==> src/rtl/gps_pin_conditioner.sv <==
// PmodGPS pin front end for gpsfixsm: pin synchronisers, 1PPS pulse generation, 3DF debounce, 1PPS period check.
// Define GPS_PPS_GLITCH_FILTER_EN to accept a 1PPS pulse only after PPS_MIN_HIGH consecutive synced-high cycles.
module gps_pin_conditioner #(
    parameter int CLK_HZ          = 12_000_000,
    parameter int SYNC_STAGES     = 2,
    parameter int DEBOUNCE_CYCLES = 1200,
    parameter int PPS_TOL_CYCLES  = 12000,
    parameter int PPS_MIN_HIGH    = 120,
    localparam int PW             = $clog2(CLK_HZ + PPS_TOL_CYCLES + 2)
) (
    input  logic          clk_i,
    input  logic          reset_i,
    input  logic          pps_pin_i,
    input  logic          threedf_pin_i,
    output logic          onepps_o,
    output logic          threedf_o,
    output logic          pps_valid_o,
    output logic [PW-1:0] pps_period_o
);

    localparam int DW = $clog2(DEBOUNCE_CYCLES + 1);
    localparam logic [PW-1:0] CNT_LIMIT = PW'(CLK_HZ + PPS_TOL_CYCLES + 1);
    localparam logic [PW-1:0] TOL_LO    = PW'((CLK_HZ > PPS_TOL_CYCLES) ? (CLK_HZ - PPS_TOL_CYCLES) : 0);
    localparam logic [PW-1:0] TOL_HI    = PW'(CLK_HZ + PPS_TOL_CYCLES);

    if (SYNC_STAGES < 2 || DEBOUNCE_CYCLES < 1 || PPS_MIN_HIGH < 1) begin : g_bad_params
        $error("gps_pin_conditioner: SYNC_STAGES>=2, DEBOUNCE_CYCLES>=1, PPS_MIN_HIGH>=1 required");
    end

    typedef enum logic [1:0] {
        IDLE,
        ARMED,
        LOCKED
    } pps_state_t;

    logic [SYNC_STAGES-1:0] pps_sync;
    logic [SYNC_STAGES-1:0] df_sync;
    logic                   pps_synced;
    logic                   df_synced;
    logic [DW-1:0]          dcnt;
    logic [PW-1:0]          cnt;
    logic                   in_tol;
    pps_state_t             state;

    assign pps_synced = pps_sync[SYNC_STAGES-1];
    assign df_synced  = df_sync[SYNC_STAGES-1];

    always_ff @(posedge clk_i or negedge reset_i) begin
        if (!reset_i) begin
            pps_sync <= '0;
            df_sync  <= '0;
        end else begin
            pps_sync <= {pps_sync[SYNC_STAGES-2:0], pps_pin_i};
            df_sync  <= {df_sync[SYNC_STAGES-2:0], threedf_pin_i};
        end
    end

`ifdef GPS_PPS_GLITCH_FILTER_EN
    localparam int HW = $clog2(PPS_MIN_HIGH + 1);

    logic [HW-1:0] high_cnt;

    // high_cnt saturates at PPS_MIN_HIGH so a long pulse fires exactly once
    always_ff @(posedge clk_i or negedge reset_i) begin
        if (!reset_i) begin
            high_cnt <= '0;
            onepps_o <= 1'b0;
        end else begin
            onepps_o <= pps_synced && (high_cnt == HW'(PPS_MIN_HIGH - 1));
            if (!pps_synced) begin
                high_cnt <= '0;
            end else if (high_cnt != HW'(PPS_MIN_HIGH)) begin
                high_cnt <= high_cnt + HW'(1);
            end
        end
    end
`else
    logic pps_prev;

    always_ff @(posedge clk_i or negedge reset_i) begin
        if (!reset_i) begin
            pps_prev <= 1'b0;
            onepps_o <= 1'b0;
        end else begin
            pps_prev <= pps_synced;
            onepps_o <= pps_synced & ~pps_prev;
        end
    end
`endif

    // The cycle that completes DEBOUNCE_CYCLES mismatched cycles is the one that switches the output
    always_ff @(posedge clk_i or negedge reset_i) begin
        if (!reset_i) begin
            dcnt      <= '0;
            threedf_o <= 1'b0;
        end else if (df_synced == threedf_o) begin
            dcnt <= '0;
        end else if (dcnt == DW'(DEBOUNCE_CYCLES - 1)) begin
            dcnt      <= '0;
            threedf_o <= df_synced;
        end else begin
            dcnt <= dcnt + DW'(1);
        end
    end

    assign in_tol = (cnt >= TOL_LO) && (cnt <= TOL_HI);

    // A pulse takes priority over the timeout, so an interval of exactly CNT_LIMIT is still measured
    always_ff @(posedge clk_i or negedge reset_i) begin
        if (!reset_i) begin
            state        <= IDLE;
            cnt          <= '0;
            pps_valid_o  <= 1'b0;
            pps_period_o <= '0;
        end else if (onepps_o) begin
            cnt <= PW'(1);
            if (state == IDLE) begin
                state <= ARMED;
            end else begin
                pps_period_o <= cnt;
                if (in_tol) begin
                    state       <= LOCKED;
                    pps_valid_o <= 1'b1;
                end else begin
                    state       <= ARMED;
                    pps_valid_o <= 1'b0;
                end
            end
        end else if (state != IDLE) begin
            if (cnt == CNT_LIMIT) begin
                state       <= IDLE;
                pps_valid_o <= 1'b0;
            end else begin
                cnt <= cnt + PW'(1);
            end
        end
    end

endmodule
==> config.mk <==
export PLATFORM = sky130hd
export DESIGN_NAME = gps_pin_conditioner
export DESIGN_NICKNAME = d
export VERILOG_FILES = /design/src/rtl/gps_pin_conditioner.sv
export SDC_FILE = /design/constraint.sdc
export NUM_CORES = 1
export LEC_CHECK = 0
export CORE_MARGIN = 8
export CORE_UTILIZATION = 55
export CTS_BUF_LIST = sky130_fd_sc_hd__clkbuf_4 sky130_fd_sc_hd__clkbuf_8
export DETAILED_ROUTE_END_ITERATION = 7
export PLACE_DENSITY = 0.85
export SYNTH_ARGS = -nofsm -noshare
export SYNTH_HDL_FRONTEND = slang
export SYNTH_SLANG_ARGS = --single-unit
==> constraint.sdc <==
create_clock -name clk_i -period 5.4 [get_ports clk_i]
set_input_delay 0.81 -clock clk_i [delete_from_list [all_inputs] [get_ports clk_i]]
set_output_delay 0.81 -clock clk_i [all_outputs]
set_load 0.01 [all_outputs]
# Yosys cells after proc, flatten, opt, wreduce, memory -nomap -nowiden

Index checks and enable logic that the tools add are counted.

Bits in registers: 69
Input port bits: 4
Output and inout port bits: 27
Logic and storage cells: 48

Add/sub/neg operators: 2
$lt $le $gt $ge: 2
Eq/ne operators: 5
Mux-type cells: 15
Bitwise gates (word level): 4
Reduce and logical (&&, ||, !) cells: 10

Operators with widths:

| cell                                                      | number |
|---|---|
| two-way mux 24 bit                                        | 3 |
| adder 24 x 1 -> 24 bit, second input constant             | 1 |
| equality test 24 bit, second input constant               | 1 |
| greater-or-equal comparator 24 bit, second input constant | 1 |
| <= comparator 24 bit, second input constant               | 1 |
| two-way mux 11 bit                                        | 2 |
| adder 11 x 1 -> 11 bit, second input constant             | 1 |
| equality test 11 bit, second input constant               | 1 |
| two-way mux 2 bit                                         | 5 |
| AND reduction 2 bit                                       | 4 |
| nonzero test 2 bit                                        | 3 |
| two-way mux 1 bit                                         | 5 |
| != test 2 bit, second input constant                      | 2 |
| inverter 1 bit                                            | 3 |
| AND reduction 3 bit                                       | 1 |
| zero test 2 bit                                           | 1 |
| bitwise AND 1 bit                                         | 1 |
| equality test 1 bit                                       | 1 |
| logical AND 1 bit                                         | 1 |

# Longest topological paths before layout

Depth after elaboration: 5
Mapped depth: 7
Mapped depth without buffers: 6

# Least setup slack after synthesis

OpenSTA, ideal clock, no wires.

Path type: register -> register
From: reg state[1]
To: reg pps_period_o[10]
Setup time: 0.125 ns
Arrival time: 1.629 ns
Required time: 5.275 ns
Path slack: 3.647 ns
Stages on the path, launching flop included: 6
Buffers on the path: 2
Clock period less this slack: 1.753 ns
Cells stage by stage: dfrtp_1 or2_2 clkbuf_1 nand2_1 buf_2 mux2_2

Word-level cells in the longest chain between the ends: 3

RTL lines:

| what                                 | line | text |
|---|---|---|
| from (decl)                          | 43   | `pps_state_t state;` |
| from (signal assigned)               | 111  | `state <= IDLE;` |
| from (signal assigned)               | 118  | `state <= ARMED;` |
| from (signal assigned)               | 122  | `state <= LOCKED;` |
| zero test 2 bit                      | 117  | `if (state == IDLE) begin` |
| inverter 1 bit (no source line)      | n/a  |  |
| AND reduction 2 bit (no source line) | n/a  |  |
| to (signal assigned)                 | 120  | `pps_period_o <= cnt;` |
| to (decl)                            | 18   | `output logic [PW-1:0] pps_period_o` |

No other way between the ends.
A chain may end at the register's enable or synchronous reset.

# Worst setup path in the final report

From: reg onepps_o
To: out onepps_o

RTL lines:

| what                   | line | text |
|---|---|---|
| from (decl)            | 15   | `output logic onepps_o,` |
| from (signal assigned) | 86   | `onepps_o <= pps_synced & ~pps_prev;` |

No word-level cell between the ends.

==> out/results.tsv <==
metric	value	unit
status	complete, no violations	
Combinational Power Share	10.7	%
Worst-Margin Slew	1.098	ns
Worst Skew	0.004649	ns
Port Buf Inserts	30	
Slew Viols, Final	0	
Placement Setup Slack	2.773	ns
GPL Wtd Cong	0.8254	
leading area contributor after synthesis	dfrtp_1	
Final Instance Count excl. Fillers	393	
clock transition at the registers of the reported paths	0.07	ns
Total Wirelength	6.135	mm
WL met1	2.805	mm
CP Data Required Time	4.59	ns
initial DRC count	178	
arrival time worst endpoint	1.98	ns
Crit Path Class	flop to output port	
Finish-stage setup viols	0	
antenna violations before repair	0	
Initial Utilization	56.93	%
CTS-repair resized insts	0	
Die X	91.73	µm
met3 wire length	314	µm
Final ANT Viol Nets	0	
Synthesis Warnings	0	
switching share of power	24.90	%
multi-input combinational cell area	1346	µm²
Longest Clk Path Bufs	2	
Syn Area/Cell	11.03	µm²
Post-synth ARST share	100.0	%
TritonRoute pass-1 iters	5	
PD cells	290.0	nW/µm²
post-route minimum period	2.787	ns
Cells after Synth	286	
die area	8414	µm²
area delta synth->final	16.07	%
hold violation count in the final report	0	
wire per inst	15.61	µm
vias per cell	5.692	
CTS buffer count	9	
clock power share	34.4	%
unrepaired setup endpoints after global routing	no	
buffers plus inverters on the worst setup path	1	
Net Sw Power	264.4	µW
Final Hold Slack	0.3551	ns
Leak	0.001652	µW
Worst setup EP type	output port	
crit path cell chain	clkdlybuf4s50_1	
via count	2237	
DRC	0	
layout cells sized above 1	14.02	%
TNS Setup	0	ns
Setup Buffers After CTS	0	
# fillers	439	
Min-Delay Path Class	flop to flop	
largest net degree at the start of global routing	70	
met2 WL	2.889	mm
Post-Syn Area	3154	µm²
utilization after layout	66.08	%
total I/O pin count	31	
ranking of synthesized cells by area	dfrtp_1 55%, mux2_2 8.2%, xor2_1 4.4%	
Flop pwr share	54.9	%
Placed Cells	379	
max cap viols	0	
Yosys reg bits	69	
Int Power	797.4	µW
share of the synthesized area in the top cell type	54.74	%
Syn Nets	294	
Max-slew headroom	26.60	%
clk sink count	69	
Die Y	91.73	µm
worst-path maximum fanout	27	
Startpoint Class	flop	
highest metal used	met4	
EDFF count, synth	0	
Tcrit/Tclk final	51.62	%
global-route wire length before repair	10.36	mm
Largest stage delay, worst path	0.93	ns
fin nets	326	
TritonCTS clock tree	built	
grt ovf	0	
Worst path slowest cell	dfrtp_1	
H-tree level count	3	
peak supply drop	0.0002031	V
vias in the first global route	2200	
root buffer cell	clkbuf_8	
hold-fix buffers at CTS	0	
fin worst setup slack	2.613	ns
sequential share of the synthesized area	54.74	%
critical path's top delay family	flip-flops	
DP HPWL	4.143	mm
total track usage	15.48	%
num rows	27	
Worst-Skew Late Latency	0.34	ns
register area	1727	µm²
core box area	5540	µm²
distinct cell type count after synthesis	42	
fmax	0.3588	GHz
# diodes	0	
Synth Flop Type	dfrtp_1	
[worst paths after layout]
path / slack (ns) / cells after the start / startpoint / endpoint
min in group asynchronous: 0.66 / 2 / reset_i / pps_period_o[14]
worst max-delay path: 2.61 / 1 / onepps_o / onepps_o
worst min register to register: 0.36 / 0 / df_sync[0] / df_sync[1]
worst max register to register: 2.73 / 3 / onepps_o / state[0]
worst min-delay path: 0.36 / 0 / df_sync[0] / df_sync[1]
max in group asynchronous: 4.21 / 2 / reset_i / pps_period_o[5]
[sequential cells by signal (all words and copies together) (netlist names)]
signal / cells
pps_sync: 2
state: 2
threedf_o: 1
df_sync: 2
pps_valid_o: 1
dcnt: 11
onepps_o: 1
cnt: 24
pps_period_o: 24
pps_prev: 1
[area by class of cell]
cell class / instances / area share [%]
clock buffer: 12 / 4.340
clock inverter: 2 / 0.2734
inverter: 7 / 0.7177
multi-input combinational: 200 / 36.77
sequential: 69 / 47.16
tap: 72 / 2.461
timing repair buffer: 31 / 8.271
[per-layer routing]
| layer | global-route usage [%] | vias to the layer above |
|---|---|---|
| li1 | - | 1080 |
| met1 | 19.26 | 1088 |
| met2 | 22.87 | 57 |
| met3 | 5.460 | 12 |
| met4 | 8.993 | 0 |
| met5 | 0 | - |
[cell families after synthesis]
group / Yosys count / share of synthesized area (%)
AO/OA/AOI/OAI: 39 / 7.696
XOR/XNOR: 21 / 5.831
adder cells (fa/ha/maj): 4 / 1.587
buffers and inverters: 17 / 2.578
flip-flops: 69 / 54.74
multiplexers: 24 / 8.528
AND/OR/NAND/NOR: 112 / 19.04
[cells in the mapped netlist, drive strengths merged, types with 3 or more instances]
library cell,number
dfrtp,69
nor2,29
mux2,23
nand2,19
nand3,18
xor2,16
o21ai,13
a21oi,11
and3,8
inv,7
or3,7
clkbuf,6
nand4,6
and4,5
xnor2,5
buf,4
ha,4
o21a,4
and2,3
nor2b,3
nor4,3
nor4b,3
[stage by stage]
stage               total power [µW]  instance area (µm²)
finish                          1062                 3661
global route                    1115                 3661
floorplan                      648.8                 3154
CTS                             1075                 3661
global placement               701.4                 3492
detailed placement             708.5                 3492
[cell usage in the layout (no fill, tap or decap), types with 2 or more instances in the layout]
| master | instances |
|---|---|
| xor2_1 | 16 |
| inv_1 | 7 |
| nor2b_1 | 3 |
| o21ai_0 | 13 |
| a41oi_1 | 2 |
| dfrtp_1 | 69 |
| nor3_1 | 2 |
| nand4_1 | 6 |
| nor2_1 | 29 |
| nand2_1 | 19 |
| clkdlybuf4s50_1 | 29 |
| or3_1 | 7 |
| nand3_1 | 18 |
| ha_1 | 4 |
| and3_1 | 8 |
| nor4_2 | 2 |
| o21a_1 | 4 |
| or2_2 | 2 |
| xnor2_1 | 5 |
| nor4b_1 | 3 |
| and4_1 | 3 |
| clkbuf_8 | 11 |
| a21oi_1 | 11 |
| and2_1 | 3 |
| mux2_2 | 23 |
| clkinv_2 | 2 |
| and4_4 | 2 |
[power groups by stage]
stage,logic (µW),registers (µW),clock network (µW)
6_report,114,583,365
5_1_grt,127,588,400
4_1_cts,117,582,376
3_5_place_dp,116,592,0
3_3_place_gp,111,590,0
2_1_floorplan,59.8,589,0
Power figures use the tool's default switching activity.
